## config.mk

```make
export PLATFORM = sky130hd
export DESIGN_NAME = alu_mc
export DESIGN_NICKNAME = d
export VERILOG_FILES = /design/src/rtl/alu_pkg.sv /design/src/rtl/alu_core.sv /design/src/rtl/alu_mc.sv
export SDC_FILE = /design/constraint.sdc
export NUM_CORES = 1
export LEC_CHECK = 0
export BUFFER_PORTS_ARGS = -buffer_cell sky130_fd_sc_hd__buf_2
export CORE_MARGIN = 2
export CORE_UTILIZATION = 33
export CTS_BUF_LIST = sky130_fd_sc_hd__clkbuf_4 sky130_fd_sc_hd__clkbuf_8 sky130_fd_sc_hd__clkbuf_16
export CTS_CLUSTER_DIAMETER = 150
export DETAILED_ROUTE_END_ITERATION = 6
export GPL_ROUTABILITY_DRIVEN = 0
export PLACE_DENSITY = 0.56
export SLEW_MARGIN = 20
export SYNTH_ARGS = -nofsm -noshare
export SYNTH_HDL_FRONTEND = slang
export SYNTH_SLANG_ARGS = --single-unit
```

## constraint.sdc

```tcl
create_clock -name clk -period 3.9 [get_ports clk]
set_input_delay 0.195 -clock clk [delete_from_list [all_inputs] [get_ports clk]]
set_output_delay 0.195 -clock clk [all_outputs]
set_load 0.005 [all_outputs]
```

## src/rtl/alu_pkg.sv

```systemverilog
// Shared definitions for the multi-cycle ALU: opcodes, FSM state encoding,
// flag-vector bit positions and a small opcode helper.
package alu_pkg;

  localparam logic [2:0] OP_NAND = 3'b000;
  localparam logic [2:0] OP_SHR  = 3'b001;
  localparam logic [2:0] OP_SHL  = 3'b010;
  localparam logic [2:0] OP_ADD  = 3'b011;
  localparam logic [2:0] OP_SUB  = 3'b100;
  localparam logic [2:0] OP_CMP  = 3'b101;
  localparam logic [2:0] OP_MAX  = 3'b110;
  localparam logic [2:0] OP_PASS = 3'b111;

  typedef enum logic [1:0] {
    ST_IDLE  = 2'd0,
    ST_SHIFT = 2'd1,
    ST_DONE  = 2'd2
  } state_t;

  localparam int FL_CARRY = 0;
  localparam int FL_SIGN  = 1;
  localparam int FL_ZERO  = 2;
  localparam int FL_OVF   = 3;
  localparam int FL_EQ    = 4;
  localparam int FL_N     = 5;

  function automatic logic is_shift(input logic [2:0] o);
    return (o == OP_SHR) || (o == OP_SHL);
  endfunction

endpackage

```

## src/rtl/alu_core.sv

```systemverilog
// Combinational datapath of the ALU: single-cycle ops plus flag generation.
// For shift ops the already-shifted value arrives on sh; a is the original
// operand, used for the shift overflow flag.
// Optional macro ALU_ASR_EN: SHR is arithmetic, so its overflow is always 0.
module alu_core
  import alu_pkg::*;
#(
  parameter int WIDTH = 16
) (
  input  logic [2:0]       op_i,
  input  logic [WIDTH-1:0] a_i,
  input  logic [WIDTH-1:0] b_i,
  input  logic [WIDTH-1:0] sh_i,
  input  logic             cin_i,
  output logic [WIDTH-1:0] res_o,
  output logic [FL_N-1:0]  flags_o
);

  logic [WIDTH:0] sum;
  logic [WIDTH:0] diff;

  assign sum  = {1'b0, a_i} + {1'b0, b_i} + {{WIDTH{1'b0}}, cin_i};
  assign diff = {1'b0, a_i} - {1'b0, b_i};

  // Select the op result and derive carry/overflow/equal, then sign/zero
  always_comb begin
    res_o   = '0;
    flags_o = '0;
    case (op_i)
      OP_NAND: res_o = ~(a_i & b_i);
      OP_SHR: begin
        res_o = sh_i;
`ifdef ALU_ASR_EN
        flags_o[FL_OVF] = 1'b0;
`else
        flags_o[FL_OVF] = sh_i[WIDTH-1] ^ a_i[WIDTH-1];
`endif
      end
      OP_SHL: begin
        res_o           = sh_i;
        flags_o[FL_OVF] = sh_i[WIDTH-1] ^ a_i[WIDTH-1];
      end
      OP_ADD: begin
        res_o             = sum[WIDTH-1:0];
        flags_o[FL_CARRY] = sum[WIDTH];
        flags_o[FL_OVF]   = (a_i[WIDTH-1] == b_i[WIDTH-1]) &&
                            (sum[WIDTH-1] != a_i[WIDTH-1]);
      end
      OP_SUB: begin
        res_o             = diff[WIDTH-1:0];
        flags_o[FL_CARRY] = diff[WIDTH];
        flags_o[FL_OVF]   = (a_i[WIDTH-1] != b_i[WIDTH-1]) &&
                            (diff[WIDTH-1] != a_i[WIDTH-1]);
      end
      OP_CMP: begin
        res_o          = a_i;
        flags_o[FL_EQ] = (a_i == b_i);
      end
      OP_MAX:  res_o = (a_i < b_i) ? b_i : a_i;
      OP_PASS: res_o = a_i;
      default: res_o = a_i;
    endcase
    flags_o[FL_SIGN] = res_o[WIDTH-1];
    flags_o[FL_ZERO] = ~|res_o;
  end

endmodule

```

## src/rtl/alu_mc.sv

```systemverilog
// Multi-cycle ALU with valid/ready handshakes, registered result/flags,
// stored carry for chained ADD and an iterative one-bit-per-cycle shifter.
// Optional macro ALU_ASR_EN: SHR fills with the operand sign bit.
module alu_mc
  import alu_pkg::*;
#(
  parameter  int WIDTH = 16,
  localparam int SHW   = $clog2(WIDTH)
) (
  input  logic             clk,
  input  logic             rst_n,
  input  logic             in_valid,
  output logic             in_ready,
  input  logic [2:0]       op,
  input  logic [WIDTH-1:0] data1,
  input  logic [WIDTH-1:0] data2,
  input  logic [SHW-1:0]   shamt,
  input  logic             carry_in,
  input  logic             use_cf,
  output logic             out_valid,
  input  logic             out_ready,
  output logic [WIDTH-1:0] result,
  output logic             carry,
  output logic             sign,
  output logic             zero,
  output logic             overflow,
  output logic             equal
);

  state_t           state_q;
  logic [2:0]       op_q;
  logic [SHW-1:0]   cnt_q;
  logic [WIDTH-1:0] a_q;
  logic [WIDTH-1:0] sh_q;
  logic [WIDTH-1:0] sh_step;
  logic [WIDTH-1:0] result_q;
  logic [FL_N-1:0]  flags_q;
  logic             cf_q;
  logic             accept;

  logic [2:0]       core_op;
  logic [WIDTH-1:0] core_a;
  logic [WIDTH-1:0] core_b;
  logic [WIDTH-1:0] core_sh;
  logic             core_cin;
  logic [WIDTH-1:0] core_res;
  logic [FL_N-1:0]  core_fl;

  assign in_ready  = (state_q == ST_IDLE) || ((state_q == ST_DONE) && out_ready);
  assign accept    = in_valid && in_ready;
  assign out_valid = (state_q == ST_DONE);
  assign result    = result_q;
  assign carry     = flags_q[FL_CARRY];
  assign sign      = flags_q[FL_SIGN];
  assign zero      = flags_q[FL_ZERO];
  assign overflow  = flags_q[FL_OVF];
  assign equal     = flags_q[FL_EQ];

  // One-bit step of the iterative shifter in the direction of the held op
  always_comb begin
    sh_step = sh_q << 1;
    if (op_q == OP_SHR) begin
`ifdef ALU_ASR_EN
      sh_step = {sh_q[WIDTH-1], sh_q[WIDTH-1:1]};
`else
      sh_step = {1'b0, sh_q[WIDTH-1:1]};
`endif
    end
  end

  // Core sees live inputs at accept, held operands on the final shift step
  always_comb begin
    core_op  = op;
    core_a   = data1;
    core_b   = data2;
    core_sh  = data1;
    core_cin = use_cf ? cf_q : carry_in;
    if (state_q == ST_SHIFT) begin
      core_op  = op_q;
      core_a   = a_q;
      core_b   = '0;
      core_sh  = sh_step;
      core_cin = 1'b0;
    end
  end

  alu_core #(.WIDTH(WIDTH)) u_core (
    .op_i    (core_op),
    .a_i     (core_a),
    .b_i     (core_b),
    .sh_i    (core_sh),
    .cin_i   (core_cin),
    .res_o   (core_res),
    .flags_o (core_fl)
  );

  // Operand and shift registers; pure data, no reset needed
  always_ff @(posedge clk) begin
    if (accept) begin
      a_q  <= data1;
      sh_q <= data1;
    end else if (state_q == ST_SHIFT) begin
      sh_q <= sh_step;
    end
  end

  // Control FSM with registered result, flags and stored carry
  always_ff @(posedge clk or negedge rst_n) begin
    if (!rst_n) begin
      state_q  <= ST_IDLE;
      op_q     <= OP_NAND;
      cnt_q    <= '0;
      result_q <= '0;
      flags_q  <= '0;
      cf_q     <= 1'b0;
    end else begin
      case (state_q)
        ST_IDLE, ST_DONE: begin
          if (accept) begin
            op_q <= op;
            if (is_shift(op) && (shamt != '0)) begin
              state_q <= ST_SHIFT;
              cnt_q   <= shamt;
            end else begin
              state_q  <= ST_DONE;
              result_q <= core_res;
              flags_q  <= core_fl;
              if ((op == OP_ADD) || (op == OP_SUB)) cf_q <= core_fl[FL_CARRY];
            end
          end else if ((state_q == ST_DONE) && out_ready) begin
            state_q <= ST_IDLE;
          end
        end
        ST_SHIFT: begin
          cnt_q <= cnt_q - 1'b1;
          if (cnt_q == SHW'(1)) begin
            state_q  <= ST_DONE;
            result_q <= core_res;
            flags_q  <= core_fl;
          end
        end
        default: state_q <= ST_IDLE;
      endcase
    end
  end

endmodule

```

==> impl_metrics.csv, run 1 <==
group,metric,value,unit
power_and_ir_drop,ir_drop,0.000259,V
sta,hold_ws,0.0666,ns
synthesis,yosysTopAreaCell,"edfxtp_1",
route,avgViaCountPerCell,5.74,
worst_setup_path,crit_required,4.18,ns
layout,final.fill_count,1813,
route,drt_pre_antenna_iters,6,
cts,cts-root-buf,"clkbuf_16",
synthesis,synth_compound_area_share,25.3,%
synthesis,synthTopCellsByArea,"edfxtp_1 (16%), dfrtp_1 (12%), nand2_1 (7.5%), ha_1 (7.1%), mux2i_1 (5.5%)",
worst_setup_path,worstSetupPathType,"reg -> reg",
worst_setup_path,rrSetupSlack,0.12,ns
sta,relSlewSlack,43.5,%
place,io_buffers,67,
floorplan,initial_core_util,33.6,%
flow_run,cap_violations,0,
synthesis,yosysSeqAreaShare,28.5,%
cts,path_clk_slew,0.06,ns
cts,cts_sinks,62,
worst_setup_path,critical-path-max-stage-delay,0.62,ns
synthesis,syn_inst,749,
min_path,min_to,"a_q[4]",
layout,area_growth,29.1,%
worst_setup_path,cp-end-kind,"flop",
cts,cts_tree,"done",
worst_setup_path,slowest_stage,"or4_4",
route,vias,6317,
grt,grt_overflow,0,
synthesis,synth_top_family_by_area,"compound AO/OA/AOI/OAI gates",
floorplan,die_x,139,microns
power_and_ir_drop,seq_power_share,20.9,%
layout,nNetsFinal,948,
synthesis,synth_top_area_share,16.0,%
floorplan,die_area,0.0193,sq mm
synthesis,ys_ff_latch,62,
layout,n_antenna_cell,0,
sta,max_freq,265,MHz
worst_setup_path,worst_setup_path_start_kind,"flop",
worst_setup_path,rr_endpoint,"flags_q[2]",
power_and_ir_drop,switching_power,2490,uW
synthesis,synthAdderAreaFrac,8.08,%
min_path,hold_depth,1,
synthesis,synthArstFlopShare,48.4,%
synthesis,synth-simple-area-share,22.2,%
grt,grt.total_usage,23.0,%
place,place_hpwl,17.4,mm
worst_setup_path,crit_top_cell,"nand4_1",
floorplan,rows,49,
min_path,worstHoldPathType,"in -> reg",
worst_setup_path,path_cells,"nand2b_4 > and2_4 > a21oi_4 > inv_2 > ha_4 > nand4_1 > or4_4 > a211o_4 > nand2_8 > mux2_2 > a22o_4 > nor4b_4 > nand4_1 > o21ai_1",
synthesis,synth.cells.most_frequent,"nand2_1 (120), nor2_1 (68), a21oi_1 (50)",
route,dr.first_iter.drc_count,651,
floorplan,ios,68,
cts,clk_path_buf_depth,2,
synthesis,synth_edf_count,32,
synthesis,syn_area,0.00601,sq mm
cts,htree_num_levels,3,
grt,grt_pass1_vias,6133,
power_and_ir_drop,power_frac_comb,62.8,%
route,routed_wirelength,22.4,mm
sta,finalCritPeriodShare,96.9,%
min_path,hp-start,"data1[4]",
layout,drive_above_1_share,27.4,%
synthesis,synth.avg_cell_area,8.03,sq um
synthesis,synthMuxAreaShare,7.56,%
power_and_ir_drop,p_per_area,717,mW/mm^2
status,status,"finished clean",
synthesis,ys_types,74,
sta,finalMaxSlewViolations,0,
synthesis,synthesis.nets,831,
worst_setup_path,crit-reg2reg-launch,"state_q[1]",
grt,grt_pass1_wl,34.6,mm
synthesis,synth-xor-area-share,2.33,%
power_and_ir_drop,design_power_total,5560,uW
route,ant_nets,0,
sta,clock_skew,0.00851,ns
power_and_ir_drop,internal-power,3070,uW
layout,multi_input_comb_area,0.00428,sq mm
power_and_ir_drop,leakagePower,0.00332,uW
sta,period_needed,3.78,ns
cts,clock_latency,0.36,ns
power_and_ir_drop,p_clk_share,16.3,%
power_and_ir_drop,p_sw_share,44.8,%
floorplan,core,0.0179,sq mm
floorplan,die_y,139,microns
route,wl_per_cell,20.4,microns
sta,worst_pin_slew,0.845,ns
worst_setup_path,r2r_cells,14,
synthesis,synth_flop_cell,"edfxtp_1",
route,drc,0,
grt,antenna_found_initial,1,
worst_setup_path,critPathArrivalTime,4.06,ns
layout,regArea,0.00171,sq mm
synthesis,yosysMostFrequentCell,"nand2_1",
cts,numCtsBuffers,9,
sta,finalSetupViolCount,0,
synthesis,yosysWarnings,0,
grt,grt_max_degree,33,
sta,finalHoldViolCount,0,
worst_setup_path,critPathMaxFanout,7,
## cell usage in the layout, fill, tap and decap left out, drive strengths merged, types with 4 or more instances in the layout
master,Yosys,layout
a211o,7,7
nor2,68,68
a221oi,6,6
nor3b,4,4
o2bb2ai,6,6
o31ai,10,10
nor4,7,7
mux2,11,11
o211ai,11,11
nand3,21,21
o21ai,38,38
mux2i,33,33
a22oi,6,6
ha,34,34
nand4,5,5
nor2b,14,14
o21bai,4,4
and3,4,4
or4,5,5
a21o,8,8
edfxtp,32,32
a2111oi,4,4
o31a,4,4
or3,6,6
xor2,7,7
nand2b,7,7
o221ai,6,6
buf,19,153
and2,8,8
a31oi,6,6
nand2,121,121
xnor2,9,9
a211oi,12,12
nor3,12,12
dfrtp,30,30
o21a,6,6
inv,38,38
a221o,5,5
clkbuf,29,12
a21oi,50,50
## routing by layer
metal | vias to the layer above | part of all wire (%) | GRT usage [%]
met1 | 2999 | 44 | 30.3
met3 | 62 | 6.1 | 4.11
li1 | 2980 | - | -
met2 | 274 | 45 | 36.6
met4 | 2 | 4.4 | 11.0
met5 | - | 0.036 | 0
## per-stage QoR
stage	instances	setup TNS [ns]	setup WS (ns)	util (%)	cell area, sq um
after floorplan	749	0	0.00149	-	6030
after global placement	1072	-0.563	-0.296	39.1	7000
after detailed placement	1072	-0.616	-0.322	39.1	7000
after CTS	1089	0	0.0192	41.2	7370
after global routing	1100	-0.0468	-0.0468	43.4	7760
final	1100	0	0.120	43.4	7760
## timing repair
action,4_1_cts,5_1_grt
endpoints found under the hold margin,30,0
pin swaps,0,18
buffers inserted,0,11
endpoints found under the setup margin,3,6
gates resized for setup,8,59
hold buffers,1,0
## power groups by stage
| stage | clock, uW | sequential, uW | combinational (uW) |
|---|---|---|---|
| floorplan | 0 | 1110 | 2120 |
| global placement | 0 | 1170 | 3120 |
| detailed placement | 0 | 1170 | 3120 |
| CTS | 918 | 1160 | 3160 |
| global route | 945 | 1200 | 3800 |
| finish | 905 | 1160 | 3490 |
## sequential cells by signal, summed over array words and instances, names as in the netlist
signal / flops
result: 15
op_q: 3
sh_q: 16
cnt_q: 4
flags_q: 5
a_q: 16
cf_q: 1
state_q: 2
## logic make-up (layout without fill, tap and decap cells)
| logic type | Yosys count | after routing |
|---|---|---|
| AO/OA/AOI/OAI | 216 | 216 |
| XOR/XNOR | 16 | 16 |
| adder cells (fa/ha/maj) | 37 | 37 |
| buffers and inverters | 86 | 208 |
| flip-flops | 62 | 62 |
| multiplexers | 44 | 44 |
| AND/OR/NAND/NOR | 288 | 288 |
## area by class of cell
| cell class | count | area share (%) |
|---|---|---|
| inverter | 38 | 1.84 |
| clock buffer | 12 | 3.19 |
| tap | 229 | 3.69 |
| sequential | 62 | 22.1 |
| timing repair buffer | 154 | 13.2 |
| clock inverter | 4 | 0.935 |
| multi-input combinational | 601 | 55.1 |
## critical path, delay by kind of cell, from the launching register on
kind / cells / cell delay [ns]
simple gates: 7 / 1.69
mux: 1 / 0.35
buf+inv: 1 / 0.07
flops: 1 / 0.43
compound gates: 4 / 0.89
fa+ha+maj: 1 / 0.27
## worst max path at each step
stage	slack [ns]	endpoint	cells past startpoint	from
after floorplan	0.001	flags_q[2]	18	state_q[1]
after global placement	-0.30	cf_q	14	state_q[0]
after detailed placement	-0.32	cf_q	14	state_q[0]
after CTS	0.02	flags_q[2]	15	state_q[1]
after global routing	-0.05	flags_q[2]	14	state_q[1]
final	0.12	flags_q[2]	14	state_q[1]
Power figures use the tool's default switching activity.
==> run 2, diff against run 1 <==
--- a/config.mk
+++ b/config.mk
@@ -5,6 +5,7 @@
 export SDC_FILE = /design/constraint.sdc
 export NUM_CORES = 1
 export LEC_CHECK = 0
+export ABC_AREA = 1
 export BUFFER_PORTS_ARGS = -buffer_cell sky130_fd_sc_hd__buf_2
 export CORE_MARGIN = 2
 export CORE_UTILIZATION = 33
==> run 2 against run 1 <==
Effect of this change: the flow now finishes with violations (DRC); power increased by 2.1%; clock skew decreased by 0.0026 ns; register-to-register slack improved by 0.11 ns; count of clock-buffer cells in the layout decreased by 2; setup slack improved by 0.11 ns; routed wire length decreased by 4.0%; hold slack got worse by 0.021 ns; clock power decreased by 6.5%; synthesized area increased by 3.0%; via count increased by 4.0%; critical path type unchanged; largest cell class unchanged.
==> impl_metrics.csv, run 2 <==
group,metric,value,unit
grt,grt_max_degree,31,
cts,path_clk_slew,0.06,ns
cts,cts-root-buf,"clkbuf_16",
route,vias,6568,
synthesis,synthesis.nets,1077,
layout,final_util,38.6,%
grt,grt_pass1_wl,34.0,mm
sta,max_freq,273,MHz
place,io_buffers,67,
worst_setup_path,crit_family,"simple AND/OR/NAND/NOR gates",
floorplan,die_y,141,microns
cts,cts_tree,"done",
synthesis,synth.avg_cell_area,6.22,sq um
sta,finalCritPeriodShare,94.0,%
sta,rsz0062_at_grt,"false",
min_path,hold_depth,1,
layout,final_common_cell,"nand2_1",
route,dr.first_iter.drc_count,654,
sta,clock_skew,0.00588,ns
floorplan,ios,68,
worst_setup_path,worst_setup_path_start_kind,"flop",
cts,clock_latency,0.34,ns
worst_setup_path,critical_path_depth,22,
route,drt_pre_antenna_iters,7,
grt,use_met1,29.7,%
sta,finalSetupViolCount,0,
power_and_ir_drop,design_power_total,5680,uW
route,wl_per_cell,16.5,microns
route,routed_wirelength,21.5,mm
power_and_ir_drop,seq_power_share,20.2,%
power_and_ir_drop,internal-power,2730,uW
synthesis,yosysSeqAreaShare,27.6,%
power_and_ir_drop,power_frac_comb,64.9,%
floorplan,die_area,0.0199,sq mm
place,place_hpwl,17.6,mm
status,violations,"DRC",
layout,n_antenna_cell,0,
layout,area_growth,15.9,%
worst_setup_path,slowest_stage,"dfrtp_1",
synthesis,yosysWarnings,0,
synthesis,yosysTopAreaCell,"nand2_1",
power_and_ir_drop,p_clk_share,14.9,%
power_and_ir_drop,ir_drop,0.000283,V
cts,clk_path_buf_depth,2,
worst_setup_path,crit_top_cell,"nand2_1",
floorplan,die_x,141,microns
worst_setup_path,worstSetupPathType,"reg -> reg",
worst_setup_path,path_cells,"inv_2 > nor2_4 > buf_4 > or2_2 > o21ai_0 > inv_1 > ha_1 > nand2_1 > nor2_1 > nand3_1 > nand3_1 > nand2_2 > nand2_4 > nand2_1 > o21ai_0 > nand2_1 > nand2_1 > nor2_1 > nor2_1 > nor2_1 > nand3_1 > nand2_1",
synthesis,ys_types,46,
floorplan,core,0.0186,sq mm
route,ant_nets,0,
sta,worst_pin_slew,0.724,ns
synthesis,syn_area,0.00619,sq mm
worst_setup_path,critPathMaxFanout,17,
cts,htree_num_levels,3,
layout,mostFrequentLayoutCells,"nand2_1 (324), inv_1 (133), nand3_1 (123)",
floorplan,initial_core_util,33.3,%
floorplan,rows,50,
synthesis,yosysMostFrequentCell,"nand2_1",
flow_run,cap_violations,0,
sta,finalHoldViolCount,0,
power_and_ir_drop,p_sw_share,51.9,%
route,avgViaCountPerCell,5.03,
worst_setup_path,critPathArrivalTime,3.90,ns
worst_setup_path,r2r_cells,22,
worst_setup_path,cp-end-kind,"flop",
synthesis,syn_inst,995,
synthesis,synth_edf_count,32,
grt,grt_overflow,0,
power_and_ir_drop,leakagePower,0.00378,uW
min_path,worstHoldPathType,"in -> reg",
synthesis,synth_flop_cell,"edfxtp_1",
layout,stdcell_area,0.00718,sq mm
grt,grtUsageMet3,2.82,%
cts,cts_sinks,62,
status,status,"finished with violations",
worst_setup_path,critical-path-max-stage-delay,0.46,ns
grt,antenna_found_initial,0,
grt,grt.busiest_layer,"met2",
layout,final.fill_count,2011,
synthesis,synthArstFlopShare,48.4,%
sta,period_needed,3.67,ns
worst_setup_path,crit_required,4.13,ns
layout,nNetsFinal,1149,
synthesis,synth.cells.most_frequent,"nand2_1 (324), inv_1 (133), nand3_1 (123)",
grt,grt_use_met2,34.6,%
sta,hold_ws,0.0457,ns
sta,finalMaxSlewViolations,0,
synthesis,synthTopCellsByArea,"nand2_1 (20%), edfxtp_1 (16%), dfrtp_1 (12%), nand3_1 (9.9%), inv_1 (8.1%)",
worst_setup_path,critPathBufInv,3,
synthesis,ys_ff_latch,62,
grt,grt_pass1_vias,6174,
power_and_ir_drop,p_per_area,791,mW/mm^2
synthesis,synth_top_area_share,19.6,%
cts,numCtsBuffers,9,
route,drc,2,
sta,finalSetupTns,0,ns
sta,relSlewSlack,51.8,%
grt,grt.total_usage,22.2,%
power_and_ir_drop,switching_power,2950,uW
layout,drive_above_1_share,13.3,%
place,dpl-instance-area,0.00683,sq mm
## run 2: metal layers
layer	wire length, microns	part of all wire [%]
met1	9410	44
met2	9560	44
met3	1480	6.9
met4	1100	5.1
met5	0	0
## run 2: final timing paths
kind                             from    endpoint  slack, ns
hold / removal              data1[13]     a_q[13]       0.05
max in group asynchronous       rst_n  flags_q[3]       2.98
setup reg to reg           state_q[0]  flags_q[2]       0.23
setup / recovery           state_q[0]  flags_q[2]       0.23
min in group asynchronous       rst_n  result[12]       0.45
hold reg to reg             result[8]   result[8]       0.47
## run 2: area by class of cell
type | count | area (sq um) | area share (%)
Tap cell | 234 | 293 | 4.08
Clock inverter | 6 | 68.8 | 0.959
Clock buffer | 10 | 250 | 3.49
Multi-Input combinational cell | 759 | 3770 | 52.5
Sequential cell | 62 | 1710 | 23.8
Inverter | 137 | 514 | 7.16
Timing Repair Buffer | 98 | 571 | 7.95
## run 2: metrics by stage
| stage | worst slack [ns] | instances |
|---|---|---|
| CTS | 0.142 | 1306 |
| floorplan | 0.759 | 995 |
| finish | 0.234 | 1306 |
| global placement | 0.147 | 1289 |
| global route | 0.0153 | 1306 |
| detailed placement | 0.161 | 1289 |
## run 2: cells by family after synthesis
group | after synthesis | synth area share (%)
adders and majority gates | 37 | 7.84
buffers and inverters | 174 | 11.8
muxes | 1 | 0.162
DFF | 62 | 27.6
xor gates and xnor gates | 7 | 0.990
AOI/OAI and AO/OA | 128 | 11.7
and+or+nand+nor | 586 | 39.9
## run 2: worst reg2reg max path: cells and delay by family (launching register included)
family | cells | cell delay (ns)
AND/OR/NAND/NOR | 16 | 2.16
flip-flops | 1 | 0.46
buffers and inverters | 3 | 0.41
adder cells (fa/ha/maj) | 1 | 0.34
AO/OA/AOI/OAI | 2 | 0.19
## run 2: power groups by stage
| stage | Sequential (uW) | Combinational [uW] | Clock [uW] |
|---|---|---|---|
| 2_1_floorplan | 1140 | 2490 | 0 |
| 6_report | 1150 | 3690 | 846 |
| 3_5_place_dp | 1160 | 3590 | 0 |
| 5_1_grt | 1180 | 4100 | 893 |
| 3_3_place_gp | 1160 | 3630 | 0 |
| 4_1_cts | 1150 | 3620 | 862 |
## run 2: what timing repair did
item | 4_1_cts | 5_1_grt
setup endpoints to repair | 0 | 5
setup buffers | 0 | 0
endpoints found under the hold margin | 30 | 0
gates resized for setup | 0 | 5
hold buffers | 1 | 0
